<file path="src/rtl/key_pulser_pkg.sv">
// key_pulser_pkg -- shared definitions for the key pulser and the stopwatch
// it drives.
//   DB_LEN_DEF  : default debounce length (stable synchronized samples)
//   NUM_KEYS    : number of push-buttons handled
//   KEY_*       : bit positions of each button in key_n / held
//   sw_state_e  : stopwatch state encoding, shared so both sides agree
//   cnt_width() : width of a debounce counter able to hold DB_LEN-1
package key_pulser_pkg;

    localparam int DB_LEN_DEF = 4;
    localparam int NUM_KEYS   = 3;

    localparam int KEY_START = 0;
    localparam int KEY_STOP  = 1;
    localparam int KEY_LAP   = 2;

    typedef enum logic [1:0] {
        SW_IDLE  = 2'b00,
        SW_COUNT = 2'b01,
        SW_LAP   = 2'b10,
        SW_STOP  = 2'b11
    } sw_state_e;

    // Debounced level of one key; the encoding matches the raw active-low pin.
    typedef enum logic {
        DEB_PRESSED  = 1'b0,
        DEB_RELEASED = 1'b1
    } deb_state_e;

    // Counter only needs to reach DB_LEN-1, so $clog2(DB_LEN) bits suffice
    // for every legal DB_LEN (2..65535).
    function automatic int cnt_width(input int db_len);
        return (db_len <= 2) ? 1 : $clog2(db_len);
    endfunction

endpackage

</file>
<file path="src/rtl/key_pulser_if.sv">
// key_pulser_if -- button inputs and stopwatch command outputs of key_pulser.
//   key_n : raw active-low push-buttons (bit0 start, bit1 stop, bit2 lap/clear)
//   sw1   : one-cycle start pulse
//   sw2   : one-cycle stop pulse
//   sw3   : one-cycle lap/clear pulse
//   held  : debounced pressed level per key, active-high
// master = the side owning the buttons / consuming pulses, slave = key_pulser.
interface key_pulser_if;

    logic [key_pulser_pkg::NUM_KEYS-1:0] key_n;
    logic                                sw1;
    logic                                sw2;
    logic                                sw3;
    logic [key_pulser_pkg::NUM_KEYS-1:0] held;

    modport master (
        output key_n,
        input  sw1,
        input  sw2,
        input  sw3,
        input  held
    );

    modport slave (
        input  key_n,
        output sw1,
        output sw2,
        output sw3,
        output held
    );

endinterface

</file>
<file path="src/rtl/key_debounce.sv">
// key_debounce -- one push-button: two-flop synchronizer, then a debouncer
// that accepts a level change only after DB_LEN consecutive synchronized
// samples disagree with the current debounced level.
//   clk   : rising-edge clock
//   rst   : synchronous active-low reset
//   key_n : raw asynchronous button, active-low
//   st    : debounced level, 1 = released
//   press : high in the cycle whose edge moves st from released to pressed
//           (combinational; the caller registers it on that same edge)
module key_debounce
    import key_pulser_pkg::*;
#(
    parameter int DB_LEN = DB_LEN_DEF
) (
    input  logic clk,
    input  logic rst,
    input  logic key_n,
    output logic st,
    output logic press
);

    localparam int              CW      = cnt_width(DB_LEN);
    localparam logic [CW-1:0]   CNT_MAX = CW'(DB_LEN - 1);

    logic            s1, s2;
    deb_state_e      state, state_nxt;
    logic [CW-1:0]   cnt, cnt_nxt;

    always_ff @(posedge clk) begin
        if (!rst) begin
            s1    <= 1'b1;
            s2    <= 1'b1;
            state <= DEB_RELEASED;
            cnt   <= '0;
        end else begin
            s1    <= key_n;
            s2    <= s1;
            state <= state_nxt;
            cnt   <= cnt_nxt;
        end
    end

    // cnt tracks how many consecutive earlier samples already disagreed; the
    // sample that finds cnt at its maximum is the DB_LEN-th and commits.
    always_comb begin
        state_nxt = state;
        cnt_nxt   = cnt;
        press     = 1'b0;
        if (s2 == logic'(state)) begin
            cnt_nxt = '0;
        end else if (cnt < CNT_MAX) begin
            cnt_nxt = cnt + 1'b1;
        end else begin
            state_nxt = deb_state_e'(s2);
            cnt_nxt   = '0;
            press     = (state == DEB_RELEASED);
        end
    end

    assign st = logic'(state);

endmodule

</file>
<file path="src/rtl/key_pulser.sv">
// key_pulser -- turns three bouncing push-buttons into clean one-cycle
// stopwatch commands.
//   clk : rising-edge clock
//   rst : synchronous active-low reset
//   kp  : key_pulser_if.slave (key_n in; sw1/sw2/sw3/held out)
// Each key is debounced independently; press events are arbitrated
// stop > start > lap and registered, so at most one pulse is high per cycle.
// An event that loses arbitration is dropped, not deferred.
module key_pulser
    import key_pulser_pkg::*;
#(
    parameter int DB_LEN = DB_LEN_DEF
) (
    input  logic          clk,
    input  logic          rst,
    key_pulser_if.slave   kp
);

    logic [NUM_KEYS-1:0] st;
    logic [NUM_KEYS-1:0] press;
    logic                sw1_q, sw2_q, sw3_q;

    for (genvar i = 0; i < NUM_KEYS; i++) begin : g_key
        key_debounce #(
            .DB_LEN (DB_LEN)
        ) u_deb (
            .clk   (clk),
            .rst   (rst),
            .key_n (kp.key_n[i]),
            .st    (st[i]),
            .press (press[i])
        );
    end

    always_ff @(posedge clk) begin
        if (!rst) begin
            sw1_q <= 1'b0;
            sw2_q <= 1'b0;
            sw3_q <= 1'b0;
        end else begin
            sw2_q <= press[KEY_STOP];
            sw1_q <= press[KEY_START] & ~press[KEY_STOP];
            sw3_q <= press[KEY_LAP] & ~press[KEY_STOP] & ~press[KEY_START];
        end
    end

    assign kp.sw1  = sw1_q;
    assign kp.sw2  = sw2_q;
    assign kp.sw3  = sw3_q;
    assign kp.held = ~st;

endmodule

</file>
<file path="src/flat_wrapper.sv">
// flat-port wrapper written by rule: the top's interface ports become plain ports
module key_pulser_flat import key_pulser_pkg::*;
#(
    parameter int DB_LEN = DB_LEN_DEF
)
  (clk, rst, kp_key_n, kp_sw1, kp_sw2, kp_sw3, kp_held);
  key_pulser_if kp_i ();
  input  logic clk;
  input  logic rst;
  input wire logic [$bits(kp_i.key_n)-1:0] kp_key_n;
  output wire logic [$bits(kp_i.sw1)-1:0] kp_sw1;
  output wire logic [$bits(kp_i.sw2)-1:0] kp_sw2;
  output wire logic [$bits(kp_i.sw3)-1:0] kp_sw3;
  output wire logic [$bits(kp_i.held)-1:0] kp_held;
  assign kp_i.key_n = kp_key_n;
  assign kp_sw1 = kp_i.sw1;
  assign kp_sw2 = kp_i.sw2;
  assign kp_sw3 = kp_i.sw3;
  assign kp_held = kp_i.held;
  key_pulser #(.DB_LEN(DB_LEN)) u_core (.clk(clk), .rst(rst), .kp(kp_i));
endmodule
</file>
<file path="config.mk">
export PLATFORM = sky130hd
export DESIGN_NAME = key_pulser_flat
export DESIGN_NICKNAME = d
export VERILOG_FILES = /design/src/rtl/key_pulser_pkg.sv /design/src/rtl/key_pulser_if.sv /design/src/rtl/key_debounce.sv /design/src/rtl/key_pulser.sv /design/src/flat_wrapper.sv
export SDC_FILE = /design/constraint.sdc
export NUM_CORES = 1
export LEC_CHECK = 0
export CORE_MARGIN = 8
export CORE_UTILIZATION = 50
export DETAILED_ROUTE_END_ITERATION = 12
export HOLD_SLACK_MARGIN = 0.12
export PLACE_DENSITY = 0.8
export SLEW_MARGIN = 20
export SYNTH_ARGS = -nofsm -noshare
export SYNTH_HDL_FRONTEND = slang
export SYNTH_SLANG_ARGS = --single-unit
</file>
<file path="constraint.sdc">
create_clock -name clk -period 1.8 [get_ports clk]
set_input_delay 0.36 -clock clk [delete_from_list [all_inputs] [get_ports clk]]
set_output_delay 0.36 -clock clk [all_outputs]
set_load 0.01 [all_outputs]
</file>
==> flow_summary.ini <==
[sta]
rsz0062_at_grt = false
finalCritPeriodShare_pct = 89.4
skew_ps = 6.02
finalMaxSlewViolations = 0
relSlewSlack_pct = 66.4
finalHoldViolations = 0
fmax_mhz = 621
tns_ps = 0
hold_slack_ps = 421
worst_pin_slew_ps = 502
finalSetupViolations = 0
fin_crit_ps = 1610

[finish]
regArea_um2 = 360
layout.cells.non_filler = 80
multi_input_area_um2 = 274
drive_above_1_share_pct = 15.4
fill_cells = 107
utilization_pct = 63.9
area.growth.synth_to_final_pct = 22.6
layout.nets = 74
antenna_cells = 0

[setup_path]
crit_path_start_kind = register
critPathSlowestCell = clkdlybuf4s50_1
worstPathMaxFanout = 3
cp_cell_sequence = inv_1, clkdlybuf4s50_1
worstPathArrival_ps = 1250
worstPathRequired_ps = 1440
slowest_delay_ps = 540
end_kind = output pin
criticalPathCategory = reg -> out

[power_and_ir_drop]
ir_drop_v = 0.000476
leakagePower_nw = 0.337
power_density_nw_per_um2 = 856
p_int_w = 0.000548
p_seq_share_pct = 59.9
netSwitchingPower_w = 0.000137
combPwrFrac_pct = 4.0
p_total_w = 0.000685
p_clk_share_pct = 36.1
switching_share_pct = 20.0

[yosys]
syn_inst = 52
yosys.cell_types.count = 15
yosysTopAreaCellShare_pct = 55.2
ys.flop_type = dfxtp_1
synth_edf_count = 0
synth.area.top_cells = dfxtp_1, nor4b_2, ha_1
seq_area_frac_synth_pct = 55.2
yosys.area.top_type = dfxtp_1
ys_seq_elements = 18
netlist_area_um2 = 653
yosys.cell_count.top_type = dfxtp_1
synth.net_count = 60
ys_top_cells_by_count = dfxtp_1, nand2b_1, nor4b_2
syn_avg_cell_area_um2 = 12.6
synth-async-reset-ratio_pct = 0
yosys_warnings = 0

[global_routing]
antenna_found_initial = 0
grt_pass1_wl_um = 1530
grt_max_degree = 19
grt_pass1_vias = 397
track_usage_pct = 7.36
grt_overflow_total = 0

[die]
start_util_pct = 52.1
die_x_um = 52.1
rows = 13
dieArea_um2 = 2720
core-area_um2 = 1250
ios = 11
die_h_um = 52.1

[route]
vias = 412
drc_errors = 0
drt-pass1-iter-count = 3
avgRoutedWirePerCell_um = 11.6
drt-total-wl_um = 924
drtIter0Drc = 5
viasPerCell = 5.15
ant_nets = 0

[clocking]
ctsResizeCount = 0
cts_buffer_depth = 2
path_clk_slew_ps = 100
cts_tree = built
cts_hold_buf = 0
numCtsBuffers = 3
post_cts_buffers = 0
cts_sinks = 18
clk_latency_ps = 300
htree_levels = 1
cts-root-buf = clkbuf_4

[placed_design]
port-buffer-count = 10
dpl.hpwl_um = 678
gp_congestion = 0.697
dp.cells = 76

[run_status]
status = complete, no violations

[hold_path]
hold_class = reg -> reg

[flow_run]
maxCapViolations = 0
==> stage by stage <==
| stage | cell area [um2] | worst slack (ps) |
|---|---|---|
| 5_1_grt | 801 | 143 |
| 3_5_place_dp | 764 | 257 |
| 6_report | 801 | 190 |
| 4_1_cts | 801 | 184 |
| 2_1_floorplan | 653 | 747 |
| 3_3_place_gp | 764 | 273 |
==> power by group through the flow <==
stage | Clock, W | Combinational (W) | Sequential, W
floorplan | 0 | 0.0000168 | 0.000419
finish | 0.000248 | 0.0000275 | 0.000410
global placement | 0 | 0.0000270 | 0.000420
detailed placement | 0 | 0.0000278 | 0.000420
CTS | 0.000250 | 0.0000280 | 0.000411
global route | 0.000273 | 0.0000300 | 0.000412
==> flip-flops by register name, indices dropped and copies added (netlist names) <==
register / flops
u_core.g_key.u_deb.s2: 3
u_core.g_key.u_deb.s1: 3
u_core.g_key.u_deb.cnt: 6
u_core.kp.sw2: 1
u_core.kp.sw3: 1
u_core.kp.sw1: 1
u_core.g_key.u_deb.st: 3
==> cell type report <==
class	count	share of cell area, %
clock buffers	4	4.53
repair buffers	10	12.5
well taps	15	2.34
flip-flops and latches	18	45.0
inverters	3	1.41
multi-input cells	30	34.2
==> logic make-up after synthesis <==
family / count (synthesis) / synth area share [%]
XOR/XNOR: 3 / 4.02
AO/OA/AOI/OAI: 3 / 3.45
buffers and inverters: 4 / 2.87
AND/OR/NAND/NOR: 21 / 28.7
flip-flops: 18 / 55.2
adder cells (fa/ha/maj): 3 / 5.75
==> final timing paths <==
| kind | cells after the start | startpoint | endpoint | slack (ps) |
|---|---|---|---|---|
| min reg2reg | 1 | u_core.g_key[2].u_deb.s1 | u_core.g_key[2].u_deb.s2 | 420 |
| max | 2 | u_core.g_key[0].u_deb.st | kp_held[0] | 190 |
| max reg2reg | 3 | u_core.g_key[1].u_deb.cnt[0] | u_core.kp.sw3 | 650 |
| min | 1 | u_core.g_key[2].u_deb.s1 | u_core.g_key[2].u_deb.s2 | 420 |
==> per-layer routing <==
metal / share of wire, % / GRT usage, % / routed length, um
met5: 0 / 0 / 0
met4: 2.1 / 5.17 / 19
met3: 7.3 / 2.85 / 67
met2: 44 / 11.2 / 406
met1: 47 / 8.21 / 431
==> worst max-delay path, delay by kind of cell (launching register included) <==
kind / cells / cell delay [ps]
flops: 1 / 340
buf+inv: 2 / 620
==> layout by cell type (no fill, tap or decap), drive strengths merged <==
master,synthesis,final
and2,1,1
and3b,3,3
clkbuf,0,4
clkdlybuf4s50,0,10
dfxtp,18,18
ha,3,3
inv,3,3
nand2,3,3
nand2b,5,5
nand3b,1,1
nor4b,4,4
nor4bb,3,3
o211ai,3,3
or2b,1,1
xnor2,3,3
(Power assumes the default switching activity.)
